--- config.mk ---
export PLATFORM = sky130hd
export DESIGN_NAME = uart_hex_cmd_parser_flat
export DESIGN_NICKNAME = d
export VERILOG_FILES = /design/src/rtl/uart_hex_cmd_parser_pkg.sv /design/src/rtl/uart_hex_cmd_parser_if.sv /design/src/rtl/uart_hex_cmd_parser_classifier.sv /design/src/rtl/uart_hex_cmd_parser.sv /design/src/flat_wrapper.sv
export SDC_FILE = /design/constraint.sdc
export NUM_CORES = 1
export LEC_CHECK = 0
export ABC_CLOCK_PERIOD_IN_PS = 3200
export CAP_MARGIN = 10
export CORE_MARGIN = 2
export CORE_UTILIZATION = 51
export DETAILED_ROUTE_END_ITERATION = 10
export PLACE_DENSITY = 0.87
export SLEW_MARGIN = 30
export SYNTH_ARGS = -nofsm -noshare
export SYNTH_HDL_FRONTEND = slang
export SYNTH_HIERARCHICAL = 1
export SYNTH_SLANG_ARGS = --single-unit
--- constraint.sdc ---
create_clock -name Clock -period 3.2 [get_ports Clock]
set_clock_uncertainty 0.1 [all_clocks]
set_input_delay 0.64 -clock Clock [delete_from_list [all_inputs] [get_ports Clock]]
set_output_delay 0.64 -clock Clock [all_outputs]
set_load 0.1 [all_outputs]
--- src/rtl/uart_hex_cmd_parser_pkg.sv ---
// Shared types and constants for the UART hex command parser.
// Optional echo path selected by macro UART_CMD_ECHO_EN.
package uart_cmd_pkg;

  localparam int NIBBLE_BITS = 4;

  localparam logic [7:0] ASCII_CR   = 8'h0D;
  localparam logic [7:0] ASCII_LF   = 8'h0A;
  localparam logic [7:0] ASCII_0    = 8'h30;
  localparam logic [7:0] ASCII_9    = 8'h39;
  localparam logic [7:0] ASCII_UC_A = 8'h41;
  localparam logic [7:0] ASCII_UC_F = 8'h46;
  localparam logic [7:0] ASCII_LC_A = 8'h61;
  localparam logic [7:0] ASCII_LC_F = 8'h66;

`ifdef UART_CMD_ECHO_EN
  typedef enum logic [1:0] {
    ST_IDLE   = 2'd0,
    ST_DECODE = 2'd1,
    ST_ECHO   = 2'd2
  } state_t;
`else
  typedef enum logic [1:0] {
    ST_IDLE   = 2'd0,
    ST_DECODE = 2'd1
  } state_t;
`endif

endpackage

--- src/rtl/uart_hex_cmd_parser_if.sv ---
// Bus between the command parser and the UART FIFOs / consumer.
// master = parser side, slave = UART / consumer side.
interface uart_hex_cmd_parser_if #(
  parameter int DATA_BITS    = 8,
  parameter int VALUE_DIGITS = 4
);
  logic                      RxEmpty;
  logic [DATA_BITS-1:0]      ReadData;
  logic                      ReadUart;
  logic                      TxFull;
  logic                      WriteUart;
  logic [DATA_BITS-1:0]      WriteData;
  logic [4*VALUE_DIGITS-1:0] Value;
  logic                      ValueValid;
  logic                      Error;

  modport master (
    input  RxEmpty, ReadData, TxFull,
    output ReadUart, WriteUart, WriteData, Value, ValueValid, Error
  );

  modport slave (
    output RxEmpty, ReadData, TxFull,
    input  ReadUart, WriteUart, WriteData, Value, ValueValid, Error
  );
endinterface

--- src/rtl/uart_hex_cmd_parser_classifier.sv ---
// Combinational ASCII classifier: hex digit / line terminator / other.
module ascii_hex_classifier
  import uart_cmd_pkg::*;
(
  input  logic [7:0]             Byte,
  output logic                   IsDigit,
  output logic                   IsTerm,
  output logic [NIBBLE_BITS-1:0] Nibble
);

  // Letters A-F/a-f have low nibble 1-6, so adding 9 yields 10-15
  always_comb begin
    IsDigit = 1'b0;
    IsTerm  = 1'b0;
    Nibble  = 4'h0;
    if (Byte >= ASCII_0 && Byte <= ASCII_9) begin
      IsDigit = 1'b1;
      Nibble  = Byte[3:0];
    end else if ((Byte >= ASCII_UC_A && Byte <= ASCII_UC_F) ||
                 (Byte >= ASCII_LC_A && Byte <= ASCII_LC_F)) begin
      IsDigit = 1'b1;
      Nibble  = Byte[3:0] + 4'd9;
    end else if (Byte == ASCII_CR || Byte == ASCII_LF) begin
      IsTerm  = 1'b1;
    end else begin
      IsDigit = 1'b0;
    end
  end

endmodule

--- src/rtl/uart_hex_cmd_parser.sv ---
// UART hex command parser: pops RX bytes, accumulates hex digits and
// publishes the value on CR/LF. Echo to Tx compiled in by UART_CMD_ECHO_EN.
module uart_hex_cmd_parser
  import uart_cmd_pkg::*;
#(
  parameter int DATA_BITS    = 8,
  parameter int VALUE_DIGITS = 4
) (
  input  logic                  Clock,
  input  logic                  ResetN,
  uart_hex_cmd_parser_if.master bus
);

  localparam int VW         = NIBBLE_BITS * VALUE_DIGITS;
  localparam int COUNT_BITS = $clog2(VALUE_DIGITS + 1);
  localparam logic [COUNT_BITS-1:0] COUNT_MAX = COUNT_BITS'(VALUE_DIGITS);

  state_t                 state_r, state_nxt;
  logic [DATA_BITS-1:0]   byte_r, byte_nxt;
  logic [VW-1:0]          acc_r, acc_nxt;
  logic [COUNT_BITS-1:0]  count_r, count_nxt;
  logic                   discard_r, discard_nxt;
  logic                   read_uart_r, read_uart_nxt;
  logic [VW-1:0]          value_r, value_nxt;
  logic                   value_valid_r, value_valid_nxt;
  logic                   error_r, error_nxt;

  logic                   is_digit_s;
  logic                   is_term_s;
  logic [NIBBLE_BITS-1:0] nibble_s;

  ascii_hex_classifier u_classifier (
    .Byte    (byte_r),
    .IsDigit (is_digit_s),
    .IsTerm  (is_term_s),
    .Nibble  (nibble_s)
  );

`ifdef UART_CMD_ECHO_EN
  logic                 write_uart_r, write_uart_nxt;
  logic [DATA_BITS-1:0] write_data_r, write_data_nxt;
`endif

  // Next-state, accumulator and output-strobe logic
  always_comb begin
    state_nxt       = state_r;
    byte_nxt        = byte_r;
    acc_nxt         = acc_r;
    count_nxt       = count_r;
    discard_nxt     = discard_r;
    read_uart_nxt   = 1'b0;
    value_nxt       = value_r;
    value_valid_nxt = 1'b0;
    error_nxt       = 1'b0;
`ifdef UART_CMD_ECHO_EN
    write_uart_nxt  = 1'b0;
    write_data_nxt  = write_data_r;
`endif
    case (state_r)
      ST_IDLE: begin
        // Pop is issued as a registered strobe during DECODE, so the
        // next IDLE already sees the post-pop RxEmpty
        if (!bus.RxEmpty) begin
          byte_nxt      = bus.ReadData;
          read_uart_nxt = 1'b1;
          state_nxt     = ST_DECODE;
        end else begin
          state_nxt     = ST_IDLE;
        end
      end
      ST_DECODE: begin
        if (is_digit_s) begin
          if (discard_r) begin
            discard_nxt = 1'b1;
          end else if (count_r == COUNT_MAX) begin
            error_nxt   = 1'b1;
            discard_nxt = 1'b1;
            acc_nxt     = {VW{1'b0}};
            count_nxt   = {COUNT_BITS{1'b0}};
          end else begin
            acc_nxt   = {acc_r[VW-NIBBLE_BITS-1:0], nibble_s};
            count_nxt = count_r + COUNT_BITS'(1);
          end
        end else if (is_term_s) begin
          // Empty lines publish nothing, so CRLF gives a single value
          if (!discard_r && count_r != {COUNT_BITS{1'b0}}) begin
            value_nxt       = acc_r;
            value_valid_nxt = 1'b1;
          end else begin
            value_valid_nxt = 1'b0;
          end
          acc_nxt     = {VW{1'b0}};
          count_nxt   = {COUNT_BITS{1'b0}};
          discard_nxt = 1'b0;
        end else begin
          if (!discard_r) begin
            error_nxt = 1'b1;
          end else begin
            error_nxt = 1'b0;
          end
          discard_nxt = 1'b1;
          acc_nxt     = {VW{1'b0}};
          count_nxt   = {COUNT_BITS{1'b0}};
        end
`ifdef UART_CMD_ECHO_EN
        // Write is decided here so WriteUart can be a registered strobe
        // in the first ECHO cycle
        state_nxt      = ST_ECHO;
        write_data_nxt = byte_r;
        if (!bus.TxFull) begin
          write_uart_nxt = 1'b1;
        end else begin
          write_uart_nxt = 1'b0;
        end
`else
        state_nxt = ST_IDLE;
`endif
      end
`ifdef UART_CMD_ECHO_EN
      ST_ECHO: begin
        if (write_uart_r) begin
          state_nxt      = ST_IDLE;
        end else if (!bus.TxFull) begin
          write_uart_nxt = 1'b1;
        end else begin
          state_nxt      = ST_ECHO;
        end
      end
`endif
      default: begin
        state_nxt = ST_IDLE;
      end
    endcase
  end

  // State and output registers
  always_ff @(posedge Clock or negedge ResetN) begin
    if (!ResetN) begin
      state_r       <= ST_IDLE;
      byte_r        <= {DATA_BITS{1'b0}};
      acc_r         <= {VW{1'b0}};
      count_r       <= {COUNT_BITS{1'b0}};
      discard_r     <= 1'b0;
      read_uart_r   <= 1'b0;
      value_r       <= {VW{1'b0}};
      value_valid_r <= 1'b0;
      error_r       <= 1'b0;
`ifdef UART_CMD_ECHO_EN
      write_uart_r  <= 1'b0;
      write_data_r  <= {DATA_BITS{1'b0}};
`endif
    end else begin
      state_r       <= state_nxt;
      byte_r        <= byte_nxt;
      acc_r         <= acc_nxt;
      count_r       <= count_nxt;
      discard_r     <= discard_nxt;
      read_uart_r   <= read_uart_nxt;
      value_r       <= value_nxt;
      value_valid_r <= value_valid_nxt;
      error_r       <= error_nxt;
`ifdef UART_CMD_ECHO_EN
      write_uart_r  <= write_uart_nxt;
      write_data_r  <= write_data_nxt;
`endif
    end
  end

  assign bus.ReadUart   = read_uart_r;
  assign bus.Value      = value_r;
  assign bus.ValueValid = value_valid_r;
  assign bus.Error      = error_r;

`ifdef UART_CMD_ECHO_EN
  assign bus.WriteUart  = write_uart_r;
  assign bus.WriteData  = write_data_r;
`else
  logic unused_tx_full_s;
  assign unused_tx_full_s = bus.TxFull;
  assign bus.WriteUart  = 1'b0;
  assign bus.WriteData  = {DATA_BITS{1'b0}};
`endif

endmodule

--- src/flat_wrapper.sv ---
// flat-port wrapper written by rule: the top's interface ports become plain ports
module uart_hex_cmd_parser_flat import uart_cmd_pkg::*;
#(
  parameter int DATA_BITS    = 8,
  parameter int VALUE_DIGITS = 4
)
  (Clock, ResetN, bus_RxEmpty, bus_ReadData, bus_TxFull, bus_ReadUart, bus_WriteUart, bus_WriteData, bus_Value, bus_ValueValid, bus_Error);
  uart_hex_cmd_parser_if #(.DATA_BITS(DATA_BITS), .VALUE_DIGITS(VALUE_DIGITS)) bus_i ();
  input  logic Clock;
  input  logic ResetN;
  input wire logic [$bits(bus_i.RxEmpty)-1:0] bus_RxEmpty;
  input wire logic [$bits(bus_i.ReadData)-1:0] bus_ReadData;
  input wire logic [$bits(bus_i.TxFull)-1:0] bus_TxFull;
  output wire logic [$bits(bus_i.ReadUart)-1:0] bus_ReadUart;
  output wire logic [$bits(bus_i.WriteUart)-1:0] bus_WriteUart;
  output wire logic [$bits(bus_i.WriteData)-1:0] bus_WriteData;
  output wire logic [$bits(bus_i.Value)-1:0] bus_Value;
  output wire logic [$bits(bus_i.ValueValid)-1:0] bus_ValueValid;
  output wire logic [$bits(bus_i.Error)-1:0] bus_Error;
  assign bus_i.RxEmpty = bus_RxEmpty;
  assign bus_i.ReadData = bus_ReadData;
  assign bus_i.TxFull = bus_TxFull;
  assign bus_ReadUart = bus_i.ReadUart;
  assign bus_WriteUart = bus_i.WriteUart;
  assign bus_WriteData = bus_i.WriteData;
  assign bus_Value = bus_i.Value;
  assign bus_ValueValid = bus_i.ValueValid;
  assign bus_Error = bus_i.Error;
  uart_hex_cmd_parser #(.DATA_BITS(DATA_BITS), .VALUE_DIGITS(VALUE_DIGITS)) u_core (.Clock(Clock), .ResetN(ResetN), .bus(bus_i));
endmodule
### Yosys cells after proc, flatten, opt, wreduce, memory -nomap -nowiden

Cells that the tools add are included.

| word-level totals | value |
|---|---|
| register bits | 48 |
| input port bits | 12 |
| logic and storage cells | 66 |

| operators by class | value |
|---|---|
| add/sub/neg operators | 2 |
| order comparisons | 6 |
| equality and inequality tests | 5 |
| mux-type cells | 30 |
| bitwise gates (word level) | 2 |
| reduce and logical (&&, ||, !) cells | 12 |

Operators by type and width:

| operator | count |
|---|---|
| 2-to-1 mux 16 bit | 3 |
| 2-to-1 mux 1 bit | 22 |
| == test 8 x 4 -> 1 bit, second input constant | 2 |
| greater-or-equal comparator 8 x 7 -> 1 bit, second input constant | 2 |
| <= comparator 8 x 7 -> 1 bit, second input constant | 2 |
| 2-to-1 mux 3 bit | 3 |
| greater-or-equal comparator 8 x 6 -> 1 bit, second input constant | 1 |
| <= comparator 8 x 6 -> 1 bit, second input constant | 1 |
| 2-to-1 mux 4 bit | 2 |
| adder 4 bit, second input constant | 1 |
| logical AND 1 bit | 4 |
| AND reduction 2 bit | 2 |
| AND reduction 4 bit | 1 |
| adder 3 x 1 -> 3 bit, second input constant | 1 |
| == test 3 bit, second input constant | 1 |
| nonzero test 3 bit | 1 |
| zero test 2 bit | 1 |
| logical OR 1 bit | 2 |
| inequality test 2 bit, second input constant | 1 |
| NOT 1 bit | 2 |
| == test 1 bit, second input constant | 1 |
| zero test 1 bit | 1 |

### Logic depth before layout (Yosys ltp)

Gate-level depths: netlist of run 1.

| logic depth | value |
|---|---|
| depth in word-level cells | 8 |
| depth in mapped cells | 9 |

### By module

The synthesis of run 1 kept the hierarchy.

By module, submodules not included:

| module | instances | cells an instance | area each (µm²) | sequential area each (µm²) |
|---|---|---|---|---|
| uart_hex_cmd_parser | 1 | 126 | 1,915.6 | 1,176.1 |
| ascii_hex_classifier | 1 | 27 | 230.2 | 0.0 |

### Worst setup path after synthesis of run 1

OpenSTA, ideal clock, no wires.

| timing path | value |
|---|---|
| path kind | register to register |
| from | reg u_core.byte_r[1] |
| to | reg u_core.value_r[0] (netlist: u_core/bus.Value[0]) |
| setup time | 0.125 ns |
| data arrival time | 2.042 ns |
| setup slack | 0.933 ns |
| cell stages (with the launch flop) | 10 |
| path buffers | 1 |
| cells stage by stage | dfrtp_1 -> inv_1 -> ha_1 -> nand2b_1 -> o21a_1 -> a21o_1 -> and2b_2 -> nand3_4 -> buf_8 -> mux2_4 |

| between the ends | value |
|---|---|
| cells in the longest elaborated chain, start to end | 7 |
| elaborated cells on any way between the ends | 20 |
| classes of those cells | 6 x order compare; 2 x eq/ne; 5 x mux; 1 x bitwise; 6 x reduce/logical |

RTL lines:

| item | RTL line | RTL |
|---|---|---|
| start: declaration | uart_hex_cmd_parser.sv:19 | `logic [DATA_BITS-1:0] byte_r, byte_nxt;` |
| start signal: assignment | uart_hex_cmd_parser.sv:140 | `byte_r <= {DATA_BITS{1'b0}};` |
| start signal: assignment | uart_hex_cmd_parser.sv:154 | `byte_r <= byte_nxt;` |
| greater-or-equal comparator 8 x 7 -> 1 bit (tied with other cells) | uart_hex_cmd_parser_classifier.sv:19 | `end else if ((Byte >= ASCII_UC_A && Byte <= ASCII_UC_F) \|\|` |
| logical AND 1 bit (on tied branches) | uart_hex_cmd_parser_classifier.sv:19, uart_hex_cmd_parser_classifier.sv:20 |  |
| logical OR 1 bit | uart_hex_cmd_parser_classifier.sv:19 |  |
| 2-to-1 mux 1 bit | uart_hex_cmd_parser_classifier.sv:19 |  |
| 2-to-1 mux 1 bit (*) | uart_hex_cmd_parser_classifier.sv:16 | `if (Byte >= ASCII_0 && Byte <= ASCII_9) begin` |
| via u_core.is_digit_s | uart_hex_cmd_parser.sv:28 | `logic is_digit_s;` |
| NOT 1 bit (no line) (*) | n/a |  |
| AND reduction 4 bit (no line) (*) | n/a |  |
| end signal: assignment | uart_hex_cmd_parser.sv:145 | `value_r <= {VW{1'b0}};` |
| end signal: assignment | uart_hex_cmd_parser.sv:159 | `value_r <= value_nxt;` |
| end: declaration | uart_hex_cmd_parser.sv:24 | `logic [VW-1:0] value_r, value_nxt;` |

Mark *: on every way through the listed nets, which the timed path passes. The rest lies on a longest branch.
A chain may end at the register's enable or synchronous reset.

### Worst setup path after layout of run 1

| timing path | value |
|---|---|
| from | reg u_core.byte_r[1] |
| to | reg u_core.value_r[2] (netlist: u_core/bus.Value[2]) |

Same word-level chain as after synthesis.

==> results.txt, run 1 <==
Clock transition at the registers of the reported paths - 0.09 ns
Worst Tran Pin Value - 0.6240 ns
R2R cell count - 8
Hpwl dp - 2.690 mm
CP max stage delay - 0.47 ns
# IOs - 40
Largest family of logic cells by synthesized area - multiplexers
Crit end category - flip-flop
Final ANT Viol Nets - 0
Share of layout cells above drive strength 1 - 34.59%
EDFF count, synth - 0
Period utilisation layout - 80.91%
Endpoints failing hold - 0
Grt ovf - 0
Gate Count Post-Synth - 153
Critical R2R Launch - u_core/byte_r[1]
Initial core utilization - 53.26%
CTS tree - yes
Final net count - 202
Die height - 68.87 microns
Area leader, netlist - dfrtp_1
Die Footprint - 4742 sq um
Number of port buffers - 29
Fmax - 386.3 MHz
Row count - 23
Critical path startpoint category - flip-flop
Main synth FF type - dfrtp_1
DP Worst Slack - 0.6585 ns
Layout area overhead - 15.39%
Worst Path Arrival - 2.67 ns
CTS max path bufs - 2
# resized after CTS - 0
Reg2reg end - u_core/bus.Value[2]
Register area share after synthesis - 54.81%
RSZ-0062 raised after global routing - false
# Post-CTS Setup Buffers - 0
Die width - 68.87 microns
Worst hold path class - primary input to async pin
Vias - 1271
Grt peak-use layer - met2
CTS hold repair buffers - 0
M1 GR Usage - 22.59%
Synthesis warning total - 6
Pwr Density - 475.2 nW/um^2
Critical-path cell list - inv_1 -> ha_1 -> nand2b_1 -> o21a_1 -> a21o_1 -> and2b_2 -> nand3_4 -> mux2_4
Static Leak - 1.249 nW
DR WL/cell - 16.37 microns
Final WS setup - 0.6110 ns
Final WL - 3.848 mm
# DRC - 0
Yosys top cell area share - 54.81%
Synth Area in Simple Gates - 8.630%
Initial antenna violation count - 0
Cell family contributing the most delay on the critical path - simple AND/OR/NAND/NOR gates
Xor/xnor cell area share of the yosys netlist - 0%
WS Path Type - flip-flop to flip-flop
Placed cells - 227
Routability cong. - 0.7297
Yosys cell types - 36
Number of vias per cell - 5.409
Clk_lat worst skew - 0.30 ns
Min Tclk post-route - 2.589 ns
Flop2flop setup slack - 0.61 ns
Gr usage total - 18.30%
Final setup vio count - 0
Synthesis-stage register bit count - 47
H-tree level count - 2
Most area-consuming cells after synthesis - dfrtp_1, mux2_2, a22o_1, mux2_4, buf_4
TritonCTS Buffers - 5
Core area - 4029 sq um
First-pass GRT wire length - 6.134 mm
Compound-Gate Fraction of Synth Area - 11.43%
Slowest cell on the critical path - dfrtp_1
Status - finished, final reports clean
Final slew viol count - 0
Multiplexer area fraction after synthesis - 15.69%
Clock Sinks - 47
Syn avg cell area - 14.02 sq um
Max-cap violation count - 0
Met2 usage - 30.89%
Required @ worst endpoint - 3.29 ns
Pre-Repair DR Iteration Count - 4
Initial DRC Count - 162
Worst IR Drop VDD - 0.0002081 V
Fillers - 326
Setup TNS - 0 ns
Vias in the first global route - 1274
Ant diodes - 0
Adder-Cell Fraction of Synth Area - 3.499%
Post-Layout Cell Count - 235
Largest net degree at the start of global routing - 48
Post-synth ARST share - 100.0%
Root buffer cell - clkbuf_8
Crit path max fanout - 17
Slew margin rel. - 58.30%
Number of buffer and inverter stages on the critical path - 1
Netlist Area Pre-Place - 2146 sq um
Met3 usage in global routing - 4.870%
cell type report:
class	count	area [sq um]	share of cell area, %
multi-input cells	95	875.8	35.37
clock inverters	2	16.27	0.6569
repair buffers	29	240.2	9.702
flip-flops and latches	47	1176	47.50
clock buffers	6	82.58	3.335
inverters	6	22.52	0.9096
well taps	50	62.56	2.527
layout by cell type (no fill, tap or decap), types with 3 or more instances in the layout:
cell type,synthesis,final
dfrtp_1,47,47
buf_4,11,20
a22o_1,18,18
mux2_2,17,17
clkdlybuf4s50_1,0,9
mux2_4,9,9
conb_1,1,9
clkbuf_8,0,6
ha_1,6,6
inv_1,5,5
nand2b_1,4,4
nand2_1,3,3
a32o_1,3,3
layer usage:
metal	routed length [microns]	up-vias
li1	-	593
met5	0	-
met4	24	0
met2	2003	44
met3	195	2
met1	1625	632
report_power, final:
part	internal (mW)	switching (mW)
logic	0.0544	0.109
clock network	0.176	0.202
registers	0.610	0.0255
total	0.841	0.336
worst max path at each step:
stage | slack, ns | endpoint | cells past startpoint | startpoint
6_report | 0.61 | u_core/bus.Value[2] | 8 | u_core/byte_r[1]
5_1_grt | 0.50 | u_core/bus.Value[0] | 8 | u_core/byte_r[1]
4_1_cts | 0.64 | u_core/bus.Value[15] | 8 | u_core/byte_r[1]
3_5_place_dp | 0.66 | u_core/bus.Value[15] | 8 | u_core/byte_r[1]
3_3_place_gp | 0.78 | u_core/bus.Value[2] | 8 | u_core/byte_r[1]
2_1_floorplan | 0.93 | u_core/bus.Value[0] | 9 | u_core/byte_r[1]
sequential cells by signal, indices dropped and copies added, names as in the netlist:
name,flops
u_core/bus.ValueValid,1
u_core/count_r,3
u_core/acc_r,16
u_core/state_r,1
u_core/discard_r,1
u_core/byte_r,8
u_core/bus.Error,1
u_core/bus.Value,16
cell families (layout without fill, tap and decap cells):
group,count (synthesis),after routing
buf+inv,19,43
fa+ha+maj,6,6
simple gates,24,24
other cells,1,9
mux,27,27
compound gates,29,29
flops,47,47
metrics by stage:
step | utilization [%] | area (sq um) | total power [mW] | hold slack [ns]
floorplan | - | 2176 | 0.7724 | 0.2444
global placement | 58.94 | 2375 | 0.7966 | 0.3829
detailed placement | 58.94 | 2375 | 0.8082 | 0.3932
CTS | 61.40 | 2474 | 1.186 | 0.4161
global route | 61.46 | 2476 | 1.238 | 0.2675
finish | 61.46 | 2476 | 1.177 | 0.2318
synth_stat cells (all sizes together), types with 2 or more instances:
master,number
a21oi,2
nand2,3
mux2,26
ha,6
nand3,3
inv,6
a32o,3
dfrtp,47
nand2b,4
and2b,2
nor2,4
nor2b,2
a22o,18
buf,12
(Power assumes the default switching activity.)
==> run 2: changes to the inputs <==
Settings changed: ABC_CLOCK_PERIOD_IN_PS 3200 to 2200, CORE_UTILIZATION 51 to 46, PLACE_DENSITY 0.87 to 0.84.
Clock period 3.2 ns to 2.2 ns, I/O delays scaled along.
==> run 2 against run 1 <==
  * The flow now finishes with violations (setup timing)
  * Sequential share of layout area decreased by 5.4 points
  * Sequential power up 46%
  * Global-route usage shrank 2.0 points
  * Design area is 13% higher
  * Flip-flop and latch count stayed put
  * Hold slack improved by 0.18 ns
  * Critical endpoint is now u_core/bus.Value[6]
  * Total power up 54%
  * Critical path depth shrank 1
  * Combinational power up 110%
  * Register-to-register slack got worse by 0.65 ns
  * Via count is 9.0% higher
==> results.txt, run 2 (synthesis gave the netlist of run 1 again) <==
R2R cell count - 7 (-1)
Endpoints failing hold - 0 (unchanged)
Hold_sp - u_core/bus.Value[8]
Min Tclk post-route - 2.236 ns (-0.3531 ns)
Commonest cells after routing, fill and taps aside - dfrtp_1, buf_4, a22o_1, mux2_2
Met3 usage in global routing - 3.750% (-1.1 points)
Reg2reg end - u_core/bus.Value[6]
Final WL - 4.303 mm (+12%)
Leading cell type in the layout, fill and taps excluded - dfrtp_1
Critical-path cell list - nor4b_4 -> o21a_1 -> a21o_1 -> and2b_2 -> nand3_4 -> clkbuf_16 -> mux2_2
WS Path Type - flip-flop to flip-flop
Pwr Density - 648.7 nW/um^2 (+36%)
Critical R2R Launch - u_core/byte_r[3]
Final slew viol count - 0 (unchanged)
Grt ovf - 0 (unchanged)
Met2 usage - 26.71% (-4.2 points)
Status - complete, but fails checks
Initial antenna violation count - 0 (unchanged)
Hpwl dp - 2.759 mm (+2.6%)
Layout area overhead - 30.32%
Initial core utilization - 48.61% (-4.6 points)
Placed cells - 244 (+7.5%)
Gr usage total - 16.32% (-2.0 points)
Combinational Power Share - 18.8% (+4.9 points)
CTS tree - yes
Critical path startpoint category - flip-flop
TritonCTS Buffers - 5 (unchanged)
Worst IR Drop VDD - 0.0002867 V (+38%)
Share of layout cells above drive strength 1 - 46.89% (+12 points)
First-pass GRT wire length - 6.548 mm (+6.7%)
CTS max path bufs - 2 (unchanged)
Net Switching - 518.0 uW (+54%)
Failing checks - setup timing
Pre-Repair DR Iteration Count - 4 (unchanged)
Initial DRC Count - 64 (-60%)
RSZ-0062 raised after global routing - true
Final non-filler cell area - 2796 sq um (+13%)
Number of port buffers - 29 (unchanged)
Fmax - 447.2 MHz (+16%)
Setup TNS - -0.4161 ns (-0.4161 ns)
Flop2flop setup slack - -0.04 ns (-0.65 ns)
DR WL/cell - 16.49 microns (+0.68%)
# IOs - 40 (unchanged)
Number of vias per cell - 5.307 (-1.9%)
Slowest cell on the critical path - dfrtp_2
Ant diodes - 0 (unchanged)
Hold Path End - u_core/bus.Value[8]
Worst hold stages - 1
Post-Layout Cell Count - 261 (+11%)
Sw Ratio - 28.55% (about the same)
# DRC - 0 (unchanged)
P_int - 1.296 mW (+54%)
Fillers - 319 (-2.1%)
DP Worst Slack - -0.05686 ns (-0.7154 ns)
Vias in the first global route - 1340 (+5.2%)
Final net count - 226 (+12%)
Routability cong. - 0.8592 (+18%)
Max-cap violation count - 0 (unchanged)
Reg power frac - 50.9% (-3.1 points)
Worst Path Arrival - 2.33 ns (-0.34 ns)
Die height - 72.30 microns (+5.0%)
Row count - 24 (+4.3%)
Final WS setup - -0.03591 ns (-0.6469 ns)
Core area - 4414 sq um (+9.6%)
Vias - 1385 (+9.0%)
Placed inst area - 2537 sq um (+6.8%)
H-tree level count - 2 (unchanged)
CP max stage delay - 0.46 ns (about the same)
Root buffer cell - clkbuf_8
Cell family contributing the most delay on the critical path - simple AND/OR/NAND/NOR gates
Static Leak - 1.402 nW (+12%)
Final setup vio count - 16 (+16)
Power, Total - 1.814 mW (+54%)
Crit end category - flip-flop
Worst hold path class - flip-flop to flip-flop
Largest net degree at the start of global routing - 20 (-58%)
Die Footprint - 5227 sq um (+10%)
Die width - 72.30 microns (+5.0%)
Clock transition at the registers of the reported paths - 0.09 ns (about the same)
Period utilisation layout - 101.6% (+21 points)
Clk_lat worst skew - 0.30 ns (about the same)
Clock Sinks - 47 (unchanged)
M1 GR Usage - 21.41% (-1.2 points)
Crit path max fanout - 8 (-9)
Number of buffer and inverter stages on the critical path - 1 (unchanged)
Final ANT Viol Nets - 0 (unchanged)
Power share of the clock group - 30.3% (-1.8 points)
Grt peak-use layer - met2
Required @ worst endpoint - 2.30 ns (-0.99 ns)
-- run 2: worst max path at each step --
stage	from	to	slack [ns]	cells past startpoint
finish	u_core/byte_r[3]	u_core/bus.Value[6]	-0.04	7
global route	u_core/byte_r[3]	u_core/bus.Value[3]	-0.13	7
CTS	u_core/byte_r[1]	u_core/bus.Value[11]	0.02	9
detailed placement	u_core/byte_r[0]	u_core/count_r[0]	-0.06	10
global placement	u_core/byte_r[0]	u_core/count_r[0]	-0.04	10
floorplan	u_core/byte_r[1]	u_core/bus.Value[0]	-0.06	9
-- run 2: per-stage QoR --
stage / util [%] / hold WS (ns)
3_5_place_dp: 57.48 / 0.2531
3_3_place_gp: 57.48 / 0.2460
5_1_grt: 63.35 / 0.4309
2_1_floorplan: - / 0.04441
4_1_cts: 60.71 / 0.4165
6_report: 63.35 / 0.4116
-- run 2: power groups by stage --
stage | logic [mW] | registers, mW | clock network (mW)
after floorplan | 0.190 | 0.939 | 0
after global placement | 0.283 | 0.933 | 0
after detailed placement | 0.290 | 0.933 | 0
after CTS | 0.312 | 0.916 | 0.563
after global routing | 0.363 | 0.929 | 0.606
final | 0.340 | 0.924 | 0.550
-- run 2: per-layer routing --
layer,up-vias,part of all wire [%]
met5,-,0
met3,6,3.6
met1,698,44
li1,650,-
met4,0,1.5
met2,31,51
-- run 2: layout make-up --
type	instances	area (sq um)	share of cell area (%)
clock inverters	2	16.27	0.5817
inverters	6	22.52	0.8054
flip-flops and latches	47	1179	42.15
well taps	52	65.06	2.327
repair buffers	53	493.0	17.63
clock buffers	6	82.58	2.953
multi-input cells	95	938.4	33.56
-- run 2: repair_timing --
item | CTS | global route
buffers inserted | 2 | 4
pin swaps | 3 | 6
gates resized for setup | 4 | 9
setup endpoints to repair | 33 | 34
hold endpoints to repair | 12 | 0
hold buffers | 1 | 0
cloned | 0 | 2
==> run 3: changes to the inputs <==
Settings changed: RECOVER_POWER set to 100.
==> run 3 against run 2 <==
  * The flow still finishes with violations (setup timing)
  * Sequential power is essentially flat
  * Core utilization shrank 1.6 points
  * Total power shrank 0.48%
  * Sequential share of layout area grew 1.1 points
  * First-iteration DRC count grew 11%
  * Fmax shrank 0.32%
  * Critical path depth is the same
  * Critical endpoint unchanged
  * Largest power group unchanged
==> results.txt, run 3 (synthesis gave the netlist of run 1 again) <==
RSZ-0062 raised after global routing - true
Worst hold path class - flip-flop to flip-flop
Fmax - 445.8 MHz (-0.32%)
Placed inst area - 2537 sq um (unchanged)
Final ANT Viol Nets - 0 (unchanged)
Min Tclk post-route - 2.243 ns (+0.007124 ns)
Worst hold stages - 1 (unchanged)
WS Path Type - flip-flop to flip-flop
Final non-filler cell area - 2728 sq um (-2.5%)
Reg2reg end - u_core/bus.Value[6]
Max-cap violation count - 0 (unchanged)
Post-Layout Cell Count - 261 (unchanged)
First-pass GRT wire length - 6.548 mm (unchanged)
Die height - 72.30 microns (unchanged)
Final setup vio count - 16 (unchanged)
Power share of the clock group - 30.4% (about the same)
Flop2flop setup slack - -0.04 ns (about the same)
Final WS setup - -0.04304 ns (-0.007124 ns)
Net Switching - 515.6 uW (-0.46%)
Failing checks - setup timing
Final slew viol count - 0 (unchanged)
Status - complete, but fails checks
Share of layout cells above drive strength 1 - 45.93% (-0.96 points)
Endpoints failing hold - 0 (unchanged)
# IOs - 40 (unchanged)
Core area - 4414 sq um (unchanged)
Critical R2R Launch - u_core/byte_r[3]
H-tree level count - 2 (unchanged)
Grt ovf - 0 (unchanged)
Static Leak - 1.379 nW (-1.6%)
Die Footprint - 5227 sq um (unchanged)
Critical path startpoint category - flip-flop
Ant diodes - 0 (unchanged)
Crit path max fanout - 8 (unchanged)
# DRC - 0 (unchanged)
Required @ worst endpoint - 2.29 ns (about the same)
Leading cell type in the layout, fill and taps excluded - dfrtp_1
Number of port buffers - 29 (unchanged)
Commonest cells after routing, fill and taps aside - dfrtp_1, clkbuf_2, a22o_1, mux2_2, buf_4
Layout area overhead - 27.11%
Period utilisation layout - 102.0% (+0.32 points)
CP Launch Point - u_core/byte_r[3]
Final net count - 226 (unchanged)
Setup TNS - -0.4527 ns (-0.03668 ns)
CTS tree - yes
Vias in the first global route - 1340 (unchanged)
Initial core utilization - 48.61% (unchanged)
CTS max path bufs - 2 (unchanged)
Power, Total - 1.805 mW (-0.48%)
Crit end category - flip-flop
Clock transition at the registers of the reported paths - 0.09 ns (about the same)
Hold_sp - u_core/bus.Value[8]
Clk_lat worst skew - 0.30 ns (about the same)
Initial DRC Count - 71 (+11%)
Final WL - 4.284 mm (-0.44%)
Fillers - 335 (+5.0%)
Setup crit end - u_core/bus.Value[6]
Pre-Repair DR Iteration Count - 4 (unchanged)
TritonCTS Buffers - 5 (unchanged)
Largest net degree at the start of global routing - 20 (unchanged)
Number of vias per cell - 5.333 (+0.51%)
Routability cong. - 0.8592 (unchanged)
Placed cells - 244 (unchanged)
Worst IR Drop VDD - 0.0002873 V (+0.20%)
Initial antenna violation count - 0 (unchanged)
Worst Tran Pin Value - 0.7484 ns
Gr usage total - 16.32% (unchanged)
Pwr Density - 661.9 nW/um^2 (+2.0%)
Root buffer cell - clkbuf_8
R2R cell count - 7 (unchanged)
Reg power frac - 51.1% (+0.2 points)
Clock Sinks - 47 (unchanged)
Worst Path Arrival - 2.34 ns (about the same)
Row count - 24 (unchanged)
Die width - 72.30 microns (unchanged)
Slew margin rel. - 50.11%
Sw Ratio - 28.56% (about the same)
Hpwl dp - 2.759 mm (unchanged)
DR WL/cell - 16.41 microns (-0.44%)
Combinational Power Share - 18.4% (-0.4 points)
Vias - 1392 (+0.51%)
P_int - 1.290 mW (-0.49%)
-- run 3: cell count changes in the layout (fill, tap and decap cells not counted) --
cell             change
buf_2                -1
nor2_1               +1
clkbuf_1             +1
clkbuf_2            +21
buf_12               -1
dlygate4sd3_1        +1
nor2_2               -1
buf_4               -20
clkdlybuf4s50_1      -1
-- run 3: power by group through the flow --
| stage | Sequential, mW | Clock, mW | Combinational, mW |
|---|---|---|---|
| 2_1_floorplan | 0.939 | 0 | 0.190 |
| 3_3_place_gp | 0.933 | 0 | 0.283 |
| 3_5_place_dp | 0.933 | 0 | 0.290 |
| 4_1_cts | 0.916 | 0.563 | 0.312 |
| 5_1_grt | 0.928 | 0.606 | 0.356 |
| 6_report | 0.923 | 0.549 | 0.333 |
-- run 3: layer usage --
metal	up-vias	wire length (microns)	global-route usage, %	share of wire (%)
met3	6	148	3.750	3.5
li1	652	-	-	-
met2	31	2201	26.71	51
met5	-	0	0	0
met4	0	61	5.660	1.4
met1	703	1871	21.41	44
-- run 3: worst min path at each step --
stage / endpoint / slack, ns
after detailed placement: u_core/bus.Value[14] / 0.25
after global routing: u_core/bus.Value[8] / 0.43
final: u_core/bus.Value[8] / 0.41
after floorplan: u_core/acc_r[0] / 0.04
after CTS: u_core/bus.Value[8] / 0.42
after global placement: u_core/bus.Value[14] / 0.25
-- run 3: repair_timing --
action / in CTS / in global routing
pin swaps: 3 / 6
hold buffers: 1 / 0
hold endpoints to repair: 12 / 0
gates resized for setup: 4 / 9
gates cloned: 0 / 2
buffers inserted: 2 / 4
setup endpoints to repair: 33 / 34
-- run 3: final cells by class --
| cell class | count | area (sq um) | share of cell area, % |
|---|---|---|---|
| clock buffer | 6 | 82.58 | 3.028 |
| clock inverter | 2 | 16.27 | 0.5963 |
| inverter | 6 | 22.52 | 0.8257 |
| multi-input combinational | 95 | 935.9 | 34.31 |
| sequential | 47 | 1179 | 43.21 |
| tap | 52 | 65.06 | 2.385 |
| timing repair buffer | 53 | 426.7 | 15.64 |
-- run 3: critical path, stage by stage, from the launching register on --
cell and delay, ns:
dfrtp_2 0.46, nor4b_4 0.32, o21a_1 0.20, a21o_1 0.16
and2b_2 0.26, nand3_4 0.13, clkbuf_16 0.17, mux2_2 0.33
-- run 3: stage by stage --
stage,setup slack [ns],hold slack [ns],utilization (%)
final,-0.04304,0.4101,61.79
after global routing,-0.1280,0.4293,61.79
after CTS,0.02295,0.4165,60.71
after detailed placement,-0.05686,0.2531,57.48
after global placement,-0.04269,0.2460,57.48
after floorplan,-0.05947,0.04441,-
